<file path="config.mk">
export PLATFORM = sky130hd
export DESIGN_NAME = mem_port_arbiter
export DESIGN_NICKNAME = d
export VERILOG_FILES = /design/src/rtl/mem_arb_pkg.sv /design/src/rtl/mem_arb_pick.sv /design/src/rtl/mem_port_arbiter.sv
export SDC_FILE = /design/constraint.sdc
export NUM_CORES = 1
export LEC_CHECK = 0
export CAP_MARGIN = 20
export CORE_MARGIN = 2
export CORE_UTILIZATION = 41
export CTS_BUF_LIST = sky130_fd_sc_hd__clkbuf_2
export CTS_CLUSTER_DIAMETER = 50
export DETAILED_ROUTE_END_ITERATION = 16
export MAX_ROUTING_LAYER = met4
export PLACE_DENSITY = 0.8
export SLEW_MARGIN = 20
export SYNTH_ARGS = -nofsm -noshare
export SYNTH_HDL_FRONTEND = slang
export SYNTH_SLANG_ARGS = --single-unit
</file>
<file path="constraint.sdc">
create_clock -name clk -period 2.3 [get_ports clk]
set_input_delay 0.46 -clock clk [delete_from_list [all_inputs] [get_ports clk]]
set_output_delay 0.46 -clock clk [all_outputs]
set_load 0.01 [all_outputs]
</file>
<file path="src/rtl/mem_arb_pkg.sv">
// Shared encodings for mem_port_arbiter: requester ownership and arbiter FSM state.
package mem_arb_pkg;

   typedef enum logic [1:0] {
      OWN_NONE = 2'd0,
      OWN_I    = 2'd1,
      OWN_D    = 2'd2
   } owner_e;

   typedef enum logic [1:0] {
      IDLE   = 2'd0,
      BUSY_I = 2'd1,
      BUSY_D = 2'd2
   } arb_state_e;

endpackage

</file>
<file path="src/rtl/mem_arb_pick.sv">
// Pure winner select between masked fetch and data requests.
// MEM_ARB_RR_EN selects round-robin; otherwise data-first with starvation override.
module mem_arb_pick
   import mem_arb_pkg::*;
(
   input  logic   i_req_m,
   input  logic   d_req_m,
`ifdef MEM_ARB_RR_EN
   input  owner_e last_grant,
`else
   input  logic   starve_hit,
`endif
   output owner_e winner
);

   always_comb begin
      winner = OWN_NONE;
      if (i_req_m && d_req_m) begin
`ifdef MEM_ARB_RR_EN
         winner = (last_grant == OWN_D) ? OWN_I : OWN_D;
`else
         winner = starve_hit ? OWN_I : OWN_D;
`endif
      end else if (d_req_m) begin
         winner = OWN_D;
      end else if (i_req_m) begin
         winner = OWN_I;
      end
   end

endmodule

</file>
<file path="src/rtl/mem_port_arbiter.sv">
// Shares one single-ported memory between fetch and load/store requesters; all outputs registered.
// Optional MEM_ARB_RR_EN: round-robin arbitration instead of data priority plus starve counter.
module mem_port_arbiter
   import mem_arb_pkg::*;
#(
   parameter int AW       = 32,
   parameter int DW       = 32,
   parameter int MAX_WAIT = 4
)(
   input  logic              clk,
   input  logic              rst,
   input  logic              i_req,
   input  logic [AW-1:0]     i_addr,
   output logic [DW-1:0]     i_rdata,
   output logic              i_ack,
   input  logic              d_req,
   input  logic              d_we,
   input  logic [AW-1:0]     d_addr,
   input  logic [DW-1:0]     d_wdata,
   input  logic [DW/8-1:0]   d_be,
   output logic [DW-1:0]     d_rdata,
   output logic              d_ack,
   output logic              m_req,
   output logic              m_we,
   output logic [AW-1:0]     m_addr,
   output logic [DW-1:0]     m_wdata,
   output logic [DW/8-1:0]   m_be,
   input  logic              m_ack,
   input  logic [DW-1:0]     m_rdata,
   output logic [1:0]        owner
);

   localparam int BW = DW / 8;

   arb_state_e      r_state;
   owner_e          r_owner;
   logic            r_m_req;
   logic            r_m_we;
   logic [AW-1:0]   r_m_addr;
   logic [DW-1:0]   r_m_wdata;
   logic [BW-1:0]   r_m_be;
   logic            r_i_ack;
   logic            r_d_ack;
   logic [DW-1:0]   r_i_rdata;
   logic [DW-1:0]   r_d_rdata;

   logic            w_i_req_m;
   logic            w_d_req_m;
   logic            w_idle;
   owner_e          w_winner;

   // A requester still holding req during its own ack cycle is not re-granted.
   assign w_i_req_m = i_req & ~r_i_ack;
   assign w_d_req_m = d_req & ~r_d_ack;
   assign w_idle    = (r_state == IDLE);

`ifdef MEM_ARB_RR_EN
   owner_e r_last_grant;

   always_ff @(posedge clk) begin
      if (rst) begin
         r_last_grant <= OWN_I;
      end else if (w_idle && (w_winner != OWN_NONE)) begin
         r_last_grant <= w_winner;
      end
   end

   mem_arb_pick u_pick (
      .i_req_m    (w_i_req_m),
      .d_req_m    (w_d_req_m),
      .last_grant (r_last_grant),
      .winner     (w_winner)
   );
`else
   localparam int            SW         = $clog2(MAX_WAIT + 1);
   localparam logic [SW-1:0] MAX_WAIT_C = SW'(MAX_WAIT);

   logic [SW-1:0] r_starve;
   logic          w_starve_hit;

   assign w_starve_hit = (r_starve == MAX_WAIT_C);

   always_ff @(posedge clk) begin
      if (rst) begin
         r_starve <= '0;
      end else if (w_idle) begin
         if ((w_winner == OWN_I) || !i_req) begin
            r_starve <= '0;
         end else if ((w_winner == OWN_D) && w_i_req_m && !w_starve_hit) begin
            r_starve <= r_starve + 1'b1;
         end
      end
   end

   mem_arb_pick u_pick (
      .i_req_m    (w_i_req_m),
      .d_req_m    (w_d_req_m),
      .starve_hit (w_starve_hit),
      .winner     (w_winner)
   );
`endif

   always_ff @(posedge clk) begin
      if (rst) begin
         r_state   <= IDLE;
         r_owner   <= OWN_NONE;
         r_m_req   <= 1'b0;
         r_m_we    <= 1'b0;
         r_m_addr  <= '0;
         r_m_wdata <= '0;
         r_m_be    <= '0;
         r_i_ack   <= 1'b0;
         r_d_ack   <= 1'b0;
         r_i_rdata <= '0;
         r_d_rdata <= '0;
      end else begin
         r_i_ack <= 1'b0;
         r_d_ack <= 1'b0;
         case (r_state)
            IDLE: begin
               if (w_winner == OWN_I) begin
                  r_m_req   <= 1'b1;
                  r_m_we    <= 1'b0;
                  r_m_addr  <= i_addr;
                  r_m_wdata <= '0;
                  r_m_be    <= '1;
                  r_owner   <= OWN_I;
                  r_state   <= BUSY_I;
               end else if (w_winner == OWN_D) begin
                  r_m_req   <= 1'b1;
                  r_m_we    <= d_we;
                  r_m_addr  <= d_addr;
                  r_m_wdata <= d_we ? d_wdata : '0;
                  r_m_be    <= d_we ? d_be : '1;
                  r_owner   <= OWN_D;
                  r_state   <= BUSY_D;
               end
            end
            BUSY_I: begin
               if (m_ack) begin
                  r_i_ack   <= 1'b1;
                  r_i_rdata <= m_rdata;
                  r_m_req   <= 1'b0;
                  r_m_we    <= 1'b0;
                  r_owner   <= OWN_NONE;
                  r_state   <= IDLE;
               end
            end
            BUSY_D: begin
               if (m_ack) begin
                  r_d_ack <= 1'b1;
                  if (!r_m_we) begin
                     r_d_rdata <= m_rdata;
                  end
                  r_m_req <= 1'b0;
                  r_m_we  <= 1'b0;
                  r_owner <= OWN_NONE;
                  r_state <= IDLE;
               end
            end
            default: begin
               r_state <= IDLE;
            end
         endcase
      end
   end

   assign i_rdata = r_i_rdata;
   assign i_ack   = r_i_ack;
   assign d_rdata = r_d_rdata;
   assign d_ack   = r_d_ack;
   assign m_req   = r_m_req;
   assign m_we    = r_m_we;
   assign m_addr  = r_m_addr;
   assign m_wdata = r_m_wdata;
   assign m_be    = r_m_be;
   assign owner   = r_owner;

endmodule

</file>
# After elaboration in Yosys (flattened, before gate mapping)
# Index checks and enable logic that the tools add are counted.
[totals]
input_bits = 138
reg_bits = 143
[classes]
addsub = 1
n_mux = 27
n_reduce_logical = 19
bitwise = 7
n_eq_ne = 7
[op_table]
columns = ["cell", "n"]
rows = [
  ["2-to-1 mux 32 bit", 5],
  ["2-to-1 mux 2 bit", 6],
  ["2-to-1 mux 4 bit", 3],
  ["one-hot mux 2 bit (2 select lines)", 2],
  ["AND reduction 2 bit", 4],
  ["2-to-1 mux 1 bit", 7],
  ["2-to-1 mux 3 bit", 2],
  ["AND reduction 3 bit", 2],
  ["nonzero test 2 bit", 3],
  ["OR reduction 2 bit", 3],
  ["inverter 1 bit", 5],
  ["== test 2 x 1 -> 1 bit, second input constant", 2],
  ["== test 2 bit, second input constant", 2],
  ["one-hot mux 1 bit (2 select lines)", 2],
  ["adder 3 x 1 -> 3 bit, second input constant", 1],
  ["== test 3 bit, second input constant", 1],
  ["logical AND 1 bit", 3],
  ["!= test 3 x 1 -> 1 bit, second input constant", 1],
  ["bitwise AND 1 bit", 2],
  ["zero test 1 bit", 2],
  ["zero test 2 bit", 1],
  ["!= test 2 x 1 -> 1 bit, second input constant", 1],
  ["logical OR 1 bit", 1],
]

# Logic depth before layout (Yosys ltp)
[depth]
depth_word = 10
mapped_depth = 8

# Hierarchy
# From an unflattened synthesis, not the netlist that was laid out.
[hier_totals]
hier_cells = 630
hier_area_um2 = 5509.0
[modules_own_cells]
columns = ["mod", "cells_each", "seq_area_each_um2", "instances", "area_each_um2"]
rows = [
  ["mem_port_arbiter", 627, 2862.7, 1, 5490.3],
  ["mem_arb_pick", 3, 0.0, 1, 18.8],
]

# Worst setup path after synthesis
# Ideal clock, no wire load.
[synth_path]
path_kind = "reg2reg"
start = "reg r_starve[0]"
end = "reg r_m_wdata[0], in the netlist m_wdata[0]"
setup_time_ns = 0.057
period_less_slack_ns = 1.725
path_stages_with_launch = 9
setup_slack_ns = 0.575
t_arrival_ns = 1.668
cell_sequence = "dfxtp_1 inv_1 ha_1 and2_1 o21a_1 buf_6 nor4b_4 buf_6 a22o_2"
[synth_via]
elab_chain_len = 6
[synth_rtl]
columns = ["item", "line", "source"]
rows = [
  ["from (decl)", "mem_port_arbiter.sv:78", "logic [SW-1:0] r_starve;"],
  ["from (signal assigned)", "mem_port_arbiter.sv:90", "r_starve <= r_starve + 1'b1;"],
  ["== test 3 bit *", "mem_port_arbiter.sv:81", "assign w_starve_hit = (r_starve == MAX_WAIT_C);"],
  ["2-to-1 mux 2 bit *", "mem_arb_pick.sv:22", "winner = starve_hit ? OWN_I : OWN_D;"],
  ["2-to-1 mux 2 bit *", "mem_arb_pick.sv:18", "if (i_req_m && d_req_m) begin"],
  ["== test 2 bit / == test 2 x 1 -> 1 bit (equally long branches)", "mem_port_arbiter.sv:129, mem_port_arbiter.sv:121", ""],
  ["nonzero test 2 bit (no source line)", "-", ""],
  ["AND reduction 2 bit (no source line)", "-", ""],
  ["to (signal assigned)", "mem_port_arbiter.sv:133", "r_m_wdata <= d_we ? d_wdata : '0;"],
  ["to (decl)", "mem_port_arbiter.sv:40", "logic [DW-1:0] r_m_wdata;"],
]
# Mark *: on every way between the ends. The rest lies on a longest branch, timed or not.
# A chain may end at the register's enable or synchronous reset.

# Worst setup path in the final report
[layout_path]
start = "reg r_m_we, in the netlist m_we"
end = "out m_we"
[layout_rtl]
columns = ["item", "line", "source"]
rows = [
  ["from (decl)", "mem_port_arbiter.sv:38", "logic r_m_we;"],
  ["from (signal assigned)", "mem_port_arbiter.sv:131", "r_m_we <= d_we;"],
  ["to (decl)", "mem_port_arbiter.sv:24", "output logic m_we,"],
]
# No word-level cell between the ends.

==> reports/results.ini <==
[die]
dieArea_sq_um = 14080
start_util_pct = 42.36
core_region_area_sq_um = 12720
die_x_um = 118.6
std_cell_rows = 41
io_pins = 276
die_h_um = 118.6

[global_routing]
grt_pass1_vias = 5144
busiest_layer = met2
grt_use_met3_pct = 6.757
grt_max_degree = 78
grt_use_met2_pct = 39.76
antenna_found_initial = 1
grt_pass1_wl_um = 25720
grt_overflow = 0
grt_use_met1_pct = 25.54
grt.total_usage_pct = 23.54

[critical_path]
worst-path-max-fanout = 4
slowest_stage = clkdlybuf4s50_1
critical-path-top-delay-family = buffers and inverters
slowest_delay_ns = 0.57
r2r_cells = 7
worstPathArrival_ns = 1.66
crit_type = reg2out
startpoint_type = flop
cp_cell_sequence = clkdlybuf4s50_1
cp-end-kind = primary output
crit_cells = 1
path_buf_inv = 1
crit_required_ns = 1.84

[clocking]
numCtsBuffers = 17
clock_latency_ns = 0.68
clock_path_buffers = 2
path_clk_slew_ns = 0.20
cts_resized = 0
hold_buffers = 0
cts_tree = yes
cts_root_buf = clkbuf_2
htreeDepth = 4
post_cts_buffers = 0
cts_sinks = 143

[run]
drv_cap = 0

[synth]
ys_warn_count = 0
synthArstFlopShare_pct = 0
synth_cell_types = 37
syn_nets = 726
ys_seq_area_share_pct = 53.12
synth_top_area_share_pct = 53.12
avgSynthCellArea_sq_um = 9.259
ys_seq_elements = 143
synth_edf_count = 0
netlist_instances = 582
ys.flop_type = dfxtp_1
synth_area_leader_cell = dfxtp_1
syn_area_sq_um = 5389
synthTopCellsByArea = dfxtp_1 (53%), nand2_1 (9.3%), a21oi_1 (6.3%)

[detailed_routing]
routedWlPerCell_um = 15.86
antenna_left = 0
drt-total-wl_um = 16300
first_pass_iters = 5
vias = 5199
drc = 0
vias_per_cell = 5.057
drtIter0Drc = 403

[finish]
nets = 986
design_area_sq_um = 8479
area_delta_synth_final_pct = 57.35
drive_gt1_share_pct = 9.708
fin_cells = 1028
fill_cells = 1066

[timing]
fin_crit_sh_pct = 92.32
fmax_mhz = 471.0
finalHoldViolCount = 0
max-slew-margin-rel_pct = 52.51
tightest_slew_ns = 0.7049
final.setup.tns_ns = 0
min_period_ns = 2.123
rsz0062_at_grt = false
slew_viol_final = 0
setup_violations = 0
hold_slack_ns = 0.2218
worst_clock_skew_ns = 0.02351

[placement]
placedCellCount = 995
post-dp-hpwl_um = 11890
place_area_sq_um = 8248
io_buffers = 275
place_congestion = 0.8353

[hold_path]
hold_path_class = in2reg
whs_path_depth = 2

[power]
leakagePower_nw = 3.079
power_per_cell_area_nw_per_um2 = 638.9
finalPower_mw = 5.418
max-vdd-ir-drop_mv = 0.4267

[status]
outcome = complete, no violations

-- registers in the layout, summed over array words and instances (netlist names) --
register,cells
i_ack,1
m_we,1
m_addr,32
i_rdata,32
r_state,2
d_rdata,32
d_ack,1
m_req,1
m_be,4
r_starve,3
owner,2
m_wdata,32
-- routing by layer --
layer / routed length, um / share of wire, %
met4: 556 / 3.4
met1: 6317 / 39
met3: 1085 / 6.7
met5: 0 / 0
met2: 8342 / 51
-- cell type report --
| type | count | area, sq um | share of cell area [%] |
|---|---|---|---|
| Clock inverter | 15 | 143.9 | 1.697 |
| Inverter | 6 | 22.52 | 0.2656 |
| Timing Repair Buffer | 285 | 2888 | 34.06 |
| Antenna cell | 1 | 2.502 | 0.02951 |
| Clock buffer | 17 | 85.08 | 1.003 |
| Multi-Input combinational cell | 389 | 2260 | 26.65 |
| Tap cell | 172 | 215.2 | 2.538 |
| Sequential cell | 143 | 2863 | 33.76 |
-- worst reg2reg max path, cell delays in order, from the launching register on --
cell and delay (ns):
dfxtp_1 0.42, inv_1 0.06, ha_1 0.18, and2_1 0.17, o21ai_0 0.57, buf_4 0.23, o211ai_1 0.10, a21oi_1 0.15
-- final timing paths --
path	start	end	slack, ns
max	m_we	m_we	0.18
min	rst	r_starve[2]	0.22
max reg2reg	r_starve[0]	r_starve[2]	0.38
min reg2reg	i_rdata[27]	i_rdata[27]	0.47
-- where the power goes --
| group | switching, mW | internal (mW) | leakage, nW | total, mW |
|---|---|---|---|---|
| clock | 0.915 | 0.487 | 0.130 | 1.40 |
| sequential | 0.0997 | 2.66 | 1.17 | 2.76 |
| combinational | 0.556 | 0.700 | 1.78 | 1.26 |
| total | 1.57 | 3.85 | 3.08 | 5.42 |
-- synthesized netlist by cell type, types with 2 or more instances --
library cell,instances
dfxtp_1,143
nand2_1,134
a21oi_1,68
nor2_1,48
a211oi_1,37
mux2i_1,32
a22o_2,29
clkbuf_1,29
ha_1,6
inv_1,6
buf_2,5
buf_6,4
nand2b_1,4
o21ai_0,4
a22o_1,3
and2_1,3
buf_8,3
nand3_1,3
a32oi_1,2
o21a_1,2
-- layout by cell type, fill, tap and decap left out, types with 2 or more instances in the layout --
cell type,instances
a22o_1,3
o21ai_0,4
nor2_2,2
clkinv_2,5
ha_1,6
buf_4,6
nand2_1,134
dfxtp_1,143
a32oi_1,2
bufinv_16,2
and2_1,3
clkdlybuf4s50_1,274
a22o_2,29
inv_1,6
clkinvlp_4,5
a211oi_1,37
o21a_2,2
inv_6,2
nor2_1,47
buf_12,5
mux2i_1,32
nand2b_1,4
nand3_1,3
clkbuf_2,17
a21oi_1,68
-- through the flow --
step / setup slack (ns) / util (%)
after detailed placement: 0.1383 / 64.83
final: 0.1767 / 66.65
after global routing: 0.02116 / 66.65
after global placement: 0.2364 / 64.83
after floorplan: 0.5748 / -
after CTS: 0.07981 / 66.63
-- logic make-up after synthesis --
family                     after synthesis  share of synthesized area (%)
adders and majority gates                6                          1.393
muxes                                   32                          5.944
DFF                                    143                          53.12
buffers and inverters                   50                          5.038
AOI/OAI and AO/OA                      150                          19.16
and+or+nand+nor                        201                          15.35
Power figures use the tool's default switching activity.
